**config.mk**
```make
export PLATFORM = sky130hd
export DESIGN_NAME = fnn_layer_ctrl
export DESIGN_NICKNAME = d
export VERILOG_FILES = /design/src/rtl/fnn_ctrl_pkg.sv /design/src/rtl/fnn_result_collect.sv /design/src/rtl/fnn_layer_ctrl.sv
export SDC_FILE = /design/constraint.sdc
export NUM_CORES = 1
export LEC_CHECK = 0
export ABC_AREA = 1
export BUFFER_PORTS_ARGS = -buffer_cell sky130_fd_sc_hd__buf_2
export CELL_PAD_IN_SITES_DETAIL_PLACEMENT = 1
export CELL_PAD_IN_SITES_GLOBAL_PLACEMENT = 1
export CORE_MARGIN = 5
export CORE_UTILIZATION = 47
export DETAILED_ROUTE_END_ITERATION = 16
export GPL_TIMING_DRIVEN = 0
export HOLD_SLACK_MARGIN = 0.03
export PLACE_DENSITY_LB_ADDON = 0.05
export SKIP_CTS_REPAIR_TIMING = 1
export SLEW_MARGIN = 20
export SYNTH_ARGS = -nofsm -noshare
export SYNTH_HDL_FRONTEND = slang
export SYNTH_SLANG_ARGS = --single-unit
export TNS_END_PERCENT = 100
```
**constraint.sdc**
```tcl
create_clock -name clk -period 21.5 [get_ports clk]
set_clock_uncertainty 0.05 [all_clocks]
set_input_delay 4.3 -clock clk [delete_from_list [all_inputs] [get_ports clk]]
set_output_delay 4.3 -clock clk [all_outputs]
set_load 0.01 [all_outputs]
```
**src/rtl/fnn_ctrl_pkg.sv**
```systemverilog
// Shared types and helpers for the fully connected layer controller.
package fnn_ctrl_pkg;
  typedef enum logic [1:0] {FILL, BURST, WAIT, DRAIN} state_t;

  localparam int WORD_W = 16;
  typedef logic [WORD_W-1:0] word_t;

  function automatic int cnt_w(input int n);
    return $clog2(n + 1);
  endfunction
endpackage

```
**src/rtl/fnn_result_collect.sv**
```systemverilog
// Per-neuron result capture: flags, result registers, all-captured detect, drain mux.
// Latency: capture on the cycle after a pulse; all_done includes same-cycle pulses.
// Backpressure: none; sel is held by the parent while downstream stalls.
module fnn_result_collect #(
  parameter int NUM_NEURONS = 10,
  parameter int DATA_WIDTH  = 16,
  parameter int SEL_W       = 4
) (
  input  logic                              clk,
  input  logic                              rst,
  input  logic                              clear,
  input  logic                              capture_en,
  input  logic [NUM_NEURONS*DATA_WIDTH-1:0] n_out_data,
  input  logic [NUM_NEURONS-1:0]            n_out_valid,
  input  logic [SEL_W-1:0]                  sel,
  output logic                              all_done,
  output logic [DATA_WIDTH-1:0]             rd_data
);
  logic [NUM_NEURONS-1:0] flags;
  logic [DATA_WIDTH-1:0]  result [NUM_NEURONS];

  always_ff @(posedge clk or posedge rst) begin
    if (rst) begin
      flags <= '0;
      for (int k = 0; k < NUM_NEURONS; k++) result[k] <= '0;
    end else if (clear) begin
      flags <= '0;
    end else if (capture_en) begin
      for (int k = 0; k < NUM_NEURONS; k++) begin
        if (n_out_valid[k]) begin
          flags[k]  <= 1'b1;
          result[k] <= n_out_data[k*DATA_WIDTH +: DATA_WIDTH];
        end
      end
    end
  end

  assign all_done = capture_en && (&(flags | n_out_valid));

  // Neurons that never reported drain as zero, not as a stale value.
  always_comb begin
    rd_data = '0;
    for (int k = 0; k < NUM_NEURONS; k++) begin
      if (int'(sel) == k && flags[k]) rd_data = result[k];
    end
  end
endmodule

```
**src/rtl/fnn_layer_ctrl.sv**
```systemverilog
// Layer sequencer: buffer an input vector, broadcast it gap-free, collect and serialise results.
// Latency: first broadcast word 2 cycles after the final input transfer.
// Backpressure: in_ready low outside FILL; drain holds out_data while out_ready is low.
module fnn_layer_ctrl import fnn_ctrl_pkg::*; #(
  parameter int NUM_INPUTS   = 10,
  parameter int NUM_NEURONS  = 10,
  parameter int DATA_WIDTH   = 16,
  parameter int WAIT_TIMEOUT = 64
) (
  input  logic                              clk,
  input  logic                              rst,
  input  logic [DATA_WIDTH-1:0]             in_data,
  input  logic                              in_valid,
  output logic                              in_ready,
  output logic [DATA_WIDTH-1:0]             n_in_data,
  output logic                              n_in_valid,
  input  logic [NUM_NEURONS*DATA_WIDTH-1:0] n_out_data,
  input  logic [NUM_NEURONS-1:0]            n_out_valid,
  output logic [DATA_WIDTH-1:0]             out_data,
  output logic                              out_valid,
  input  logic                              out_ready,
  output logic                              busy,
  output logic                              timeout_err
);
  localparam int IN_W  = cnt_w(NUM_INPUTS);
  localparam int OUT_W = cnt_w(NUM_NEURONS);
  localparam int WT_W  = cnt_w(WAIT_TIMEOUT);

  state_t                state;
  logic [DATA_WIDTH-1:0] in_buf [NUM_INPUTS];
  logic [DATA_WIDTH-1:0] buf_rd;
  logic [DATA_WIDTH-1:0] rd_data;
  logic [IN_W-1:0]       in_cnt;
  logic [IN_W-1:0]       b_cnt;
  logic [OUT_W-1:0]      o_cnt;
  logic [WT_W-1:0]       w_cnt;
  logic                  xfer;
  logic                  burst_done;
  logic                  all_done;

  assign xfer       = in_valid && in_ready;
  assign burst_done = (state == BURST) && (b_cnt == IN_W'(NUM_INPUTS));

  always_comb begin
    buf_rd = '0;
    for (int i = 0; i < NUM_INPUTS; i++) begin
      if (int'(b_cnt) == i) buf_rd = in_buf[i];
    end
  end

  always_ff @(posedge clk or posedge rst) begin
    if (rst) begin
      state       <= FILL;
      in_cnt      <= '0;
      b_cnt       <= '0;
      o_cnt       <= '0;
      w_cnt       <= '0;
      in_ready    <= 1'b0;
      n_in_valid  <= 1'b0;
      n_in_data   <= '0;
      out_valid   <= 1'b0;
      timeout_err <= 1'b0;
      for (int i = 0; i < NUM_INPUTS; i++) in_buf[i] <= '0;
    end else begin
      case (state)
        FILL: begin
          in_ready <= 1'b1;
          if (xfer) begin
            for (int i = 0; i < NUM_INPUTS; i++) begin
              if (int'(in_cnt) == i) in_buf[i] <= in_data;
            end
            if (in_cnt == IN_W'(NUM_INPUTS - 1)) begin
              in_cnt   <= '0;
              in_ready <= 1'b0;
              state    <= BURST;
            end else begin
              in_cnt <= in_cnt + 1'b1;
            end
          end
        end
        BURST: begin
          // Never stall mid-burst: a gap would make the neurons apply bias early.
          if (burst_done) begin
            n_in_valid <= 1'b0;
            n_in_data  <= '0;
            b_cnt      <= '0;
            w_cnt      <= '0;
            state      <= WAIT;
          end else begin
            n_in_valid <= 1'b1;
            n_in_data  <= buf_rd;
            b_cnt      <= b_cnt + 1'b1;
          end
        end
        WAIT: begin
          if (all_done) begin
            out_valid <= 1'b1;
            state     <= DRAIN;
          end else if (w_cnt == WT_W'(WAIT_TIMEOUT - 1)) begin
            timeout_err <= 1'b1;
            out_valid   <= 1'b1;
            state       <= DRAIN;
          end else begin
            w_cnt <= w_cnt + 1'b1;
          end
        end
        DRAIN: begin
          if (out_ready) begin
            if (o_cnt == OUT_W'(NUM_NEURONS - 1)) begin
              o_cnt     <= '0;
              out_valid <= 1'b0;
              in_ready  <= 1'b1;
              state     <= FILL;
            end else begin
              o_cnt <= o_cnt + 1'b1;
            end
          end
        end
        default: state <= FILL;
      endcase
    end
  end

  fnn_result_collect #(
    .NUM_NEURONS (NUM_NEURONS),
    .DATA_WIDTH  (DATA_WIDTH),
    .SEL_W       (OUT_W)
  ) u_collect (
    .clk         (clk),
    .rst         (rst),
    .clear       (burst_done),
    .capture_en  (state == WAIT),
    .n_out_data  (n_out_data),
    .n_out_valid (n_out_valid),
    .sel         (o_cnt),
    .all_done    (all_done),
    .rd_data     (rd_data)
  );

  assign out_data = out_valid ? rd_data : '0;
  assign busy     = (state != FILL) || (in_cnt != '0);
endmodule

```
==> results list, run 1 <==
- After the last flow step, the layout net total stands at around 2400.
- Final hold slack: 0.424 ns
- Worst-path cell with the longest stage delay: sky130_fd_sc_hd__dfrtp_1
- In the routed layout, each cell is associated on average with a via count of around 5.4.
* Share of the yosys chip area belonging to registers: about 54%
- The core region is about 0.036 sq mm.
- Global routing used between 20% and 30% of the available tracks.
- Dividing the detail-routed wire length by the instance count gives 20.4 um.
- The share of synthesized area in the top cell type comes to a little over half.
- In this run the core area contains 70 standard-cell rows.
- TritonCTS clock tree: built
- The smallest clock period supported by the final layout is computed as 7.34 ns.
* Die span in y: between 200 and 250 um
* IO Pins: roughly 230
* Buffer cell driving the clock tree root: sky130_fd_sc_hd__clkbuf_16
- Worst setup SP type: flop
- Clock tree synthesis inserted a total of 42 buffers.
- The wire-length estimate of the detail-placed layout is 41300 um.
- Horizontal extent of the die: approximately 200 um
* Category of the worst setup path capture point: primary output
- The layout has around 4300 filler cells.
- Run status: complete, no violations
- Yosys cell types: 38
- Slew at the pin closest to its max-slew limit: ~0.84 ns
- Clock latency at the later pin of the worst-skew pair: roughly 0.57 ns
- For the worst setup path, the data arrival time is 2.99 ns.
- Count of flip-flops with a built-in enable after synthesis: 0
- Via count of the first global-routing pass: 16100
- Max-slew violation count: 0
- For this run, the detailed router's first-pass iteration total came to 4.
- Entering global routing, the biggest net connects 93 pins.
- The largest single stage delay on the critical path is around 0.46 ns.
* Ordered cell list for the critical path: inv_1 -> nand2_1 -> nor3_4 -> buf_2 -> nand2_1 -> nand3_1 -> o21ai_0 -> nand3_1 -> nand2_1 -> nand4_1 -> nand2_1 -> inv_1 -> buf_2
- Avg Inst Size Synth: 8.81 sq um
- Setup repair after global routing left no endpoint under its margin.
- The first routing iteration left approximately 680 violations.
- The worst pin sits at a relative slew slack of between 40 and 50%.
* Cell with the most instances after synthesis: sky130_fd_sc_hd__nand2_1
- For this configuration, the core starts out at a cell density of ~47%.
* P per Cell Area: between 100 and 150 mW/mm^2
* Fin. Hold Viols: 0
- Across the run, the number of max-cap violations was 0.
* WP data required: 17.15 ns
- Cell repeated most along the worst path: sky130_fd_sc_hd__nand2_1
* Number of setup violations in the final report: 0
- In this run the static leakage power is 10.3 nW.
* Gate count after technology mapping: roughly 2000
- Flip-flop cell with the highest count after synthesis: sky130_fd_sc_hd__dfrtp_1
- The number of nets in the synthesized netlist is 2158.
- Post-Synthesis Cell Area: between 0.015 and 0.02 sq mm
- Type of the worst setup path: flop to primary output
* DIE AREA: around 0.041 sq mm
* Leading post-synthesis cells by cell area: sky130_fd_sc_hd__dfrtp_1 54%, sky130_fd_sc_hd__nand2_1 11%, sky130_fd_sc_hd__o21ai_0 6.6%
* Number of buffers inserted by port buffering: roughly 230
- The worst-case IR drop observed on VDD is about 0.000065 V.
- Along the worst path, the maximum fanout reaches 10.
* Antenna violations before repair: 4
* Area of the multi-input gates: around 0.007 sq mm
* Final global-route overflow total: 0
- Registers take between 0.009 and 0.01 sq mm.
- Counting every sink on the clock net gives around 370.
- Synthesis Warnings: 0
- Final clock period utilization by the worst path: 34.1%
- Final weighted congestion in routability-driven placement: between 0.8 and 0.9
- After clock tree synthesis, the clock-pin slew on the worst setup and hold paths is 0.06 ns.
- Share of flip-flops with an asynchronous set or reset after synthesis: between 90% and 100%
* Post-synthesis register bit count: around 370
- The clock passes through at most 3 buffers.
- Summing over every cut layer, the via total after detailed routing is roughly 15000.
- Compared with the post-synthesis result, the final layout area differs by 19.2%.
* Count of antenna-violating nets left after detailed routing: 0
- Leading area contributor after synthesis: sky130_fd_sc_hd__dfrtp_1
* Path category of the worst min-delay check: flop to flop
* DRC: 0
* Maximum level of the CTS H-tree: 2
- Static timing analysis puts the maximum clock frequency at 136 MHz.
* Most common library cells after synthesis: 517 x sky130_fd_sc_hd__nand2_1, 371 x sky130_fd_sc_hd__dfrtp_1, 226 x sky130_fd_sc_hd__o21ai_0
- The first global-routing pass estimated roughly 88000 um of wire.
- Adding up every negative setup slack in the final design gives 0 ns.
* Share of layout cells above drive strength 1: between 10% and 20%
* Wire length reported by the detailed router: ~56000 um
report_power, final:
group	internal (mW)	switching (mW)
combinational	0.364	0.618
sequential	0.927	0.128
clock	0.463	0.293
total	1.75	1.04
placed cells by master (no fill, tap or decap), types with 58 or more instances in the layout:
master / n
sky130_fd_sc_hd__nand2_1: 517
sky130_fd_sc_hd__dfrtp_1: 371
sky130_fd_sc_hd__buf_2: 245
sky130_fd_sc_hd__o21ai_0: 226
sky130_fd_sc_hd__inv_1: 175
sky130_fd_sc_hd__nor2_1: 148
sky130_fd_sc_hd__nand3_1: 119
sky130_fd_sc_hd__mux2_1: 70
sky130_fd_sc_hd__clkbuf_1: 65
sky130_fd_sc_hd__mux2_2: 58
cells by family (layout without fill, tap and decap cells):
| group | after synthesis | in the layout | synth area share (%) |
|---|---|---|---|
| other cells | 0 | 6 | 0 |
| mux | 128 | 128 | 8.35 |
| flops | 371 | 371 | 53.8 |
| buf+inv | 270 | 576 | 6.41 |
| xor+xnor | 7 | 7 | 0.355 |
| fa+ha+maj | 9 | 9 | 0.652 |
| simple gates | 876 | 876 | 21.7 |
| compound gates | 298 | 298 | 8.75 |
path summary, 6_finish.rpt:
check	startpoint	to	slack [ns]	depth (start not counted)
hold / removal	n_in_data[9]$_DFFE_PP0P_	n_in_data[9]$_DFFE_PP0P_	0.42	2
max in group asynchronous	rst	in_buf[18]$_DFFE_PP0P_	16.23	5
hold reg to reg	n_in_data[9]$_DFFE_PP0P_	n_in_data[9]$_DFFE_PP0P_	0.42	2
setup reg to reg	b_cnt[1]$_DFFE_PP0P_	n_in_data[2]$_DFFE_PP0P_	18.85	13
min in group asynchronous	rst	in_buf[136]$_DFFE_PP0P_	3.63	2
setup / recovery	o_cnt[0]$_DFFE_PP0P_	out_data[7]	14.16	13
flip-flops by register name (all words and copies together), names as in the netlist, 2 cells and up:
| register | cells |
|---|---|
| w_cnt | 7 |
| n_in_data | 16 |
| in_cnt | 4 |
| state | 2 |
| in_buf | 160 |
| b_cnt | 4 |
| u_collect.flags | 10 |
| u_collect.result | 160 |
| o_cnt | 4 |
final cells by class:
class,count,area share [%]
flip-flops and latches,371,45.1
multi-input cells,1318,33.4
clock buffers,62,6.27
repair buffers,230,6.03
inverters,181,3.36
well taps,468,2.85
plain buffers,89,2.05
clock inverters,14,0.827
diodes,6,0.0730
critical path, delay by kind of cell, from the launching register on:
| family | cells | cell delay, ns |
|---|---|---|
| simple gates | 8 | 1.14 |
| compound gates | 1 | 0.15 |
| buf+inv | 4 | 0.66 |
| flops | 1 | 0.46 |
per-stage QoR:
stage          util [%]  cell area, sq um  total power, mW  worst slack (ns)  instances
2_1_floorplan         -             17300             1.68              6.85       1959
3_3_place_gp       52.1             19000             1.99              2.38       2653
3_5_place_dp       52.4             19100             2.05             14.79       2657
4_1_cts            56.4             20600             2.82             14.14       2733
5_1_grt            56.4             20600             2.97             13.97       2736
6_report           56.5             20600             2.79             14.16       2739
metal layers:
layer  vias up  global-route usage (%)  share of wire (%)
met1      7460                    33.3                 41
li1       6893                       -                  -
met5         -                       0              0.023
met3        79                    4.19                3.5
met2       269                    50.4                 53
met4         2                    7.37                2.5
No activity file was read; power rests on OpenSTA's default activity.
==> run 2: changes to the inputs <==
--- a/config.mk
+++ b/config.mk
@@ -10,7 +10,7 @@
 export CELL_PAD_IN_SITES_DETAIL_PLACEMENT = 1
 export CELL_PAD_IN_SITES_GLOBAL_PLACEMENT = 1
 export CORE_MARGIN = 5
-export CORE_UTILIZATION = 47
+export CORE_UTILIZATION = 40
 export DETAILED_ROUTE_END_ITERATION = 16
 export GPL_TIMING_DRIVEN = 0
 export HOLD_SLACK_MARGIN = 0.03
==> constraint.sdc (replaced) <==
create_clock -name clk -period 6.2 [get_ports clk]
set_clock_uncertainty 0.05 [all_clocks]
set_input_delay 1.24 -clock clk [delete_from_list [all_inputs] [get_ports clk]]
set_output_delay 1.24 -clock clk [all_outputs]
set_load 0.01 [all_outputs]
==> run 2 against run 1 <==
  * Via count down 1.5%
  * Critical endpoint is now out_data[11]
  * Critical path type unchanged
  * Sequential power rose to 3.4 times the previous value
  * Sequential share of layout area down 0.55 points
  * Hold slack better by 0.0047 ns
  * Worst setup slack worse by 12 ns
  * Largest power group unchanged
  * Register-to-register slack worse by 15 ns
  * Combinational power rose to 3.5 times the previous value
  * Global-route usage down 3.5 points
  * Design area up 1.2%
  * Utilization down 7.9 points
  * Count of clock-buffer cells in the layout up 6
==> results list, run 2 (synthesized netlist as in run 1, its figures left out) <==
* WP data required: 4.91 ns (-12.24 ns)
- Register clock-pin slew on the reported worst setup and hold paths: 0.06 ns (about the same)
- Highest attainable clock frequency: between 200 and 250 MHz
* Number of buffers on the longest clock path: 3 (unchanged)
* Detailed Routing Iterations Pass 1: 4 (unchanged)
- The headroom to the max-slew limit is 44.4% (+0.82 points).
- Largest net degree at the start of global routing: 34 (-63%)
- The smallest setup slack after layout was 1.97 ns (-12.19 ns).
* Kind of cell with the highest combined delay on the critical path: buffers and inverters
* RSZ-0062 raised after global routing: no
* Share of layout cells above drive strength 1: 19.3% (+0.056 points)
* Share of total power consumed by net switching: 37.5% (+0.27 points)
* Std-Cell Rows: 76 (+8.6%)
- The path class of the tightest hold or removal check is flop to flop.
* Max-slew violation count: 0 (unchanged)
- Core Footprint: 0.0429 sq mm (+18%)
- The share of total power in the clock network came to 26.5% (-0.6 points).
- Cell repeated most along the worst path: sky130_fd_sc_hd__nand2_1
* Wire length reported by the detailed router: 56700 um (+1.6%)
- The worst setup path is captured at a primary output.
* Type of the worst setup path: flop to primary output
- The number of port buffers came to 226 (unchanged).
* Fin. Hold Viols: 0 (unchanged)
- Number of vias after detailed routing: 14500 (-1.5%)
- The worst slack after detailed placement was 2.52 ns (-12.27 ns).
- TritonCTS clock tree: built
- The final setup TNS is 0 ns (unchanged).
- The worst hold margin was 0.428 ns (+0.00472 ns).
- The number of sinks handled by clock tree synthesis was 371 (unchanged).
* Count of antenna-violating nets left after detailed routing: 0 (unchanged)
- The sum of overflow across all layers after global routing came to 0 (unchanged).
* Final instance area: 0.0208 sq mm (+1.2%)
* Ordered cell list for the critical path: inv_2 -> nand2_1 -> nor2_1 -> nand2_1 -> clkbuf_1 -> o21ai_0 -> inv_1 -> nand4_1 -> nand2_1 -> inv_1 -> buf_2
* Biggest fanout along the worst timing path: 10 (unchanged)
- Final weighted congestion in routability-driven placement: 0.817 (-1.1%)
- Vias per inst: 5.06 (-5.7%)
- For this design, the slowest cell found on the critical path is sky130_fd_sc_hd__clkbuf_1.
- LEAKAGE: 10.3 nW (+0.40%)
- The worst path in the final design needs a cycle of 4.23 ns, including I/O delays and setup.
- Gate power share: 35.7% (+0.5 points)
* Area added between synthesis and finish: 20.6%
- The maximum vdd ir drop was 0.000225 V (+240%).
* Run status: complete, no violations
- Maximum level of the CTS H-tree: 2 (unchanged)
- Slew at the pin closest to its max-slew limit: 0.827 ns (-0.0122 ns)
* Power dissipated by switching net loads: 3.61 mW (+250%)
- The total routing resource utilization after global routing was 23.8% (-3.5 points).
* DIE AREA: 0.0474 sq mm (+17%)
- DRC: 0 (unchanged)
* Global-route wire length before repair: 88400 um (about the same)
* IO Pins: 227 (unchanged)
- The cell internal power dissipation is 6.01 mW (+240%).
- The floorplan die height is 218 um (+8.0%).
* Buffer cell driving the clock tree root: sky130_fd_sc_hd__clkbuf_16
- Leaving out fill and tap cells, the most frequent cells in the layout are 517 x sky130_fd_sc_hd__nand2_1, 371 x sky130_fd_sc_hd__dfrtp_1, 245 x sky130_fd_sc_hd__buf_2.
- The placed standard-cell area is 0.0194 sq mm (+1.7%).
- Final clock period utilization by the worst path: slightly below 70%
* Top Registers: in_buf x160, u_collect.result x160, n_in_data x16
* Most frequent standard cell in the layout excluding fill and tap cells: sky130_fd_sc_hd__nand2_1
* P per Cell Area: 462 mW/mm^2 (+240%)
* Post-layout net count: 2443 (+0.45%)
- Crit path buffers/inverters: 5 (+1)
* Via count of the first global-routing pass: 15700 (-2.8%)
- Antenna violations before repair: 2 (-2)
- Routed length per placed instance: 19.8 um (-2.7%)
- Util after Layout: 48.6% (-7.9 points)
- The data arrival time of the critical path came to 2.94 ns (-0.05 ns).
- Part of the total power dissipated in sequential elements: 37.8% (about the same)
- The biggest cell delay along the critical path came to 0.48 ns (+0.02 ns).
- Worst setup SP type: flop
- The total of endpoints with negative setup slack in the final report came to 0 (unchanged).
- Horizontal extent of the die: 218 um (+8.0%)
- Starting density of the core: 40.3% (-7.1 points)
- Clock latency at the later pin of the worst-skew pair: 0.56 ns (about the same)
- The max-capacitance violation count was 0 (unchanged).
- The DRC marker count from the first detailed-route iteration is 757 (+12%).
- Half-perimeter wire length after placement: 43200 um (+4.8%)
- Clock buffer count from CTS: 43 (+2.4%)
==> run 2: changes by cell type in the layout (fill, tap and decap cells not counted) <==
| cell | change |
|---|---|
| sky130_fd_sc_hd__buf_12 | +12 |
| sky130_fd_sc_hd__buf_16 | -2 |
| sky130_fd_sc_hd__bufinv_16 | -2 |
| sky130_fd_sc_hd__clkbuf_1 | +6 |
| sky130_fd_sc_hd__clkinv_2 | -5 |
| sky130_fd_sc_hd__clkinvlp_4 | +1 |
| sky130_fd_sc_hd__diode_2 | -4 |
| sky130_fd_sc_hd__inv_8 | -1 |
==> run 2: layout make-up <==
class / count / area [sq um]
fill: 5156 / 22100
buffer: 89 / 422
timing repair buffer: 240 / 1430
clock buffer: 68 / 1310
sequential: 371 / 9280
clock inverter: 7 / 85.1
inverter: 181 / 688
antenna: 2 / 5.00
multi-input combinational: 1318 / 6880
tap: 585 / 732
==> run 2: worst paths after layout <==
kind,from,end,slack (ns),cells after the start
max in group asynchronous,rst,u_collect.result[102]$_DFFE_PP0P_,4.07,7
max reg2reg,b_cnt[1]$_DFFE_PP0P_,n_in_data[14]$_DFFE_PP0P_,3.47,14
min in group asynchronous,rst,in_buf[84]$_DFFE_PP0P_,0.67,2
min reg2reg,n_in_data[10]$_DFFE_PP0P_,n_in_data[10]$_DFFE_PP0P_,0.43,2
min,n_in_data[10]$_DFFE_PP0P_,n_in_data[10]$_DFFE_PP0P_,0.43,2
max,o_cnt[1]$_DFFE_PP0P_,out_data[11],1.97,11
==> run 2: worst register-to-register path, stage by stage (launching register included) <==
cell,delay [ns]
sky130_fd_sc_hd__dfrtp_1,0.40
sky130_fd_sc_hd__inv_1,0.13
sky130_fd_sc_hd__ha_1,0.24
sky130_fd_sc_hd__clkinv_1,0.40
sky130_fd_sc_hd__nor2_1,0.54
sky130_fd_sc_hd__nand2_1,0.11
sky130_fd_sc_hd__nand3_1,0.11
sky130_fd_sc_hd__nand3_1,0.11
sky130_fd_sc_hd__nand3b_1,0.13
sky130_fd_sc_hd__nand2_1,0.09
sky130_fd_sc_hd__nand2_1,0.08
sky130_fd_sc_hd__nand2_1,0.07
sky130_fd_sc_hd__nand2_1,0.07
sky130_fd_sc_hd__nand2_1,0.06
sky130_fd_sc_hd__nand2_1,0.08
==> run 2: power by group through the flow <==
stage,sequential [mW],clock [mW],combinational [mW]
3_5_place_dp,3.67,0,3.48
4_1_cts,3.64,2.61,3.51
5_1_grt,3.72,2.72,3.84
3_3_place_gp,3.63,0,3.36
2_1_floorplan,3.58,0,2.23
6_report,3.64,2.55,3.43
==> run 2: routing by layer <==
| metal | share of wire [%] | track usage [%] |
|---|---|---|
| met5 | 0 | 0 |
| met1 | 43 | 30.5 |
| met4 | 2.6 | 6.80 |
| met3 | 3.8 | 3.11 |
| met2 | 51 | 42.4 |
==> run 2: per-stage QoR <==
stage | power, mW | instances
after floorplan | 5.81 | 1959
after global placement | 6.99 | 2770
after detailed placement | 7.15 | 2784
after CTS | 9.75 | 2859
after global routing | 10.3 | 2861
final | 9.62 | 2861
==> run 3: changes to the inputs <==
==> constraint.sdc (replaced) <==
create_clock -name clk -period 3.7 [get_ports clk]
set_clock_uncertainty 0.05 [all_clocks]
set_input_delay 0.74 -clock clk [delete_from_list [all_inputs] [get_ports clk]]
set_output_delay 0.74 -clock clk [all_outputs]
set_load 0.01 [all_outputs]
==> run 3 against run 2 <==
  * Non-clock buffer count rose by 4
  * Hold slack got worse by 0.26 ns
  * Routed wire length increased by 0.13%
  * Critical path type unchanged
  * Combinational power up 69%
  * Largest cell class unchanged
==> results list, run 3 (synthesized netlist as in run 1, its figures left out) <==
- Run status: complete, no violations
* Top Registers: in_buf x160, u_collect.result x160, n_in_data x16
- Antenna violations before repair: 2 (unchanged)
* Starting density of the core: 40.3% (unchanged)
* Path category of the worst min-delay check: input port to asynchronous set/reset pin
- The critical path is of the flop to primary output type.
* Category of the worst setup path capture point: primary output
- The critical path starts at o_cnt[1]$_DFFE_PP0P_.
* DIE AREA: 0.0474 sq mm (unchanged)
- The power per unit of standard cell area came to 774 mW/mm^2 (+67%).
* Util after Layout: 48.8% (+0.18 points)
- The count of nets left with antenna violations after detail routing is 0 (unchanged).
- Highest attainable clock frequency: 283 MHz
* Max-slew violation count: 0 (unchanged)
* Post-layout net count: 2447 (+0.16%)
- The area taken by flip-flops and latches came to 0.00929 sq mm (about the same).
* Min Tclk post-route: 3.54 ns
- Detailed Routing Iterations Pass 1: 5 (+1)
- Startpoint of the lowest-slack register-to-register path: b_cnt[1]$_DFFE_PP0P_
- Most frequent standard cell in the layout excluding fill and tap cells: sky130_fd_sc_hd__nand2_1
* LEAKAGE: 10.3 nW (+0.33%)
- The via count of the first global-routing pass came to 15700 (unchanged).
- The placeable core region came to 0.0429 sq mm (unchanged).
* Most frequent cells in the layout: 515 x sky130_fd_sc_hd__nand2_1, 370 x sky130_fd_sc_hd__dfrtp_1, 244 x sky130_fd_sc_hd__buf_2
* Slew at the pin closest to its max-slew limit: 0.595 ns (-0.231 ns)
* Biggest fanout along the worst timing path: 10 (unchanged)
- The worst slack after detailed placement came to 0.518 ns (-2.00 ns).
* RSZ-0062 raised after global routing: no
- Clock tree synthesis selected as its root buffer the cell sky130_fd_sc_hd__clkbuf_16.
- Critical register-to-register path endpoint: n_in_data[2]$_DFFE_PP0P_
* Register-to-Register Path Depth: 14 (unchanged)
- The number of vias per cell after detailed routing is 5.05 (-0.13%).
- Fillers: 5154 (-0.039%)
* Share of layout cells above drive strength 1: 20.0% (+0.67 points)
- Maximum level of the CTS H-tree: 2 (unchanged)
- Final clock period utilization by the worst path: 95.6%
* Final cell count without fillers: 2866 (+0.17%)
* Final total negative setup slack: 0 ns (unchanged)
* IO Pins: 227 (unchanged)
- The number of clock buffers inserted by TritonCTS is 43 (unchanged).
- The DRC marker count from the first detailed-route iteration came to 778 (+2.8%).
- The floorplan die height was 218 um (unchanged).
* Number of clock sinks seen by CTS: 371 (unchanged)
- WP data required: 2.91 ns (-2.00 ns)
* Horizontal extent of the die: 218 um (unchanged)
* Final worst setup slack: 0.161 ns (-1.81 ns)
- Inst Count DP: 2784 (unchanged)
* Total Routing Usage GR: 23.8% (unchanged)
- The total number of vias came to 14500 (+0.041%).
- Flop2flop setup slack: 0.98 ns (-2.49 ns)
* Final hold slack: 0.173 ns (-0.255 ns)
- DRC: 0 (unchanged)
- The number of standard-cell rows in the floorplan is 76 (unchanged).
* Fin. Hold Viols: 0 (unchanged)
- Final global-route overflow total: 0 (unchanged)
- Worst setup SP type: flop
- Area added between synthesis and finish: 21.1%
- The first-pass GRT wire length is 88400 um (unchanged).
- The total of endpoints with negative setup slack in the final report is 0 (unchanged).
- The average detailed-routed wire length per instance was 19.8 um (about the same).
* Wire length reported by the detailed router: 56800 um (+0.13%)
- The headroom to the max-slew limit is 60.3% (+16 points).
- Max-capacitance violation count: 0 (unchanged)
- The last weighted congestion value of the routability-driven placer came to 0.817 (unchanged).
* Maximum resistive drop on vdd: 0.000376 V (+67%)
* Largest net degree at the start of global routing: 34 (unchanged)
- The post-CTS clock slew at the launch and capture registers of the worst setup and hold paths is 0.06 ns (about the same).
* TritonCTS clock tree: built
- Clock latency at the later pin of the worst-skew pair: 0.56 ns (about the same)
* Number of buffers inserted by port buffering: 226 (unchanged)
- Arrival time of the worst setup path: 2.75 ns (-0.19 ns)
* Number of buffers on the longest clock path: 3 (unchanged)
- The combined area of the multi-input logic cells came to 0.00691 sq mm (+0.53%).
- The half-perimeter wire length after detailed placement was 43200 um (unchanged).
-- run 3: cell count changes in the layout (fill, tap and decap cells not counted), sizes merged --
cell,before,now
clkbuf,126,128
buf,271,273
diode,2,3
-- run 3: how the worst max path moves through the flow --
stage / to / slack, ns / depth (start not counted)
4_1_cts: out_data[7] / -0.1 / 13
3_3_place_gp: u_collect.result[133]$_DFFE_PP0P_ / -4.61 / 2
5_1_grt: out_data[13] / 0.01 / 11
6_report: out_data[6] / 0.16 / 14
3_5_place_dp: out_data[7] / 0.52 / 13
2_1_floorplan: b_cnt[0]$_DFFE_PP0P_ / -2.07 / 1
-- run 3: stage by stage --
stage	power [mW]	instance area, sq um
global placement	11.7	19100
finish	16.2	20900
CTS	16.3	20800
detailed placement	12.0	19400
floorplan	9.74	17300
global route	17.3	20900
-- run 3: final cells by class --
class                           instances  area share (%)
Sequential cell                       371            44.4
Antenna cell                            3          0.0359
Multi-Input combinational cell       1318            33.1
Buffer                                 89            2.06
Tap cell                              585            3.50
Inverter                              181            3.29
Timing Repair Buffer                  244            6.97
Clock inverter                          7           0.407
Clock buffer                           68            6.28
-- run 3: worst max-delay path, cell delays in order (launching register included) --
cell and delay, ns:
sky130_fd_sc_hd__dfrtp_1 0.45, sky130_fd_sc_hd__inv_2 0.17, sky130_fd_sc_hd__nand2_2 0.13, sky130_fd_sc_hd__nor3_4 0.19
sky130_fd_sc_hd__buf_4 0.18, sky130_fd_sc_hd__clkbuf_4 0.21, sky130_fd_sc_hd__nand2_1 0.06, sky130_fd_sc_hd__nand3_1 0.08
sky130_fd_sc_hd__o21ai_0 0.14, sky130_fd_sc_hd__nand3_1 0.15, sky130_fd_sc_hd__nand2_1 0.12, sky130_fd_sc_hd__nand4_1 0.10
sky130_fd_sc_hd__nand2_1 0.05, sky130_fd_sc_hd__inv_1 0.05, sky130_fd_sc_hd__buf_2 0.12
-- run 3: metal layers --
| layer | part of all wire [%] | up-vias | GRT usage (%) |
|---|---|---|---|
| met2 | 51 | 267 | 42.4 |
| met3 | 3.8 | 75 | 3.11 |
| met4 | 2.5 | 0 | 6.80 |
| met1 | 43 | 7236 | 30.5 |
| met5 | 0 | - | 0 |
| li1 | - | 6905 | - |
-- run 3: power by group --
group          switching (mW)  internal (mW)  total [mW]
clock network            1.71           2.56        4.27
logic                    3.64           2.16        5.80
registers               0.723           5.39        6.11
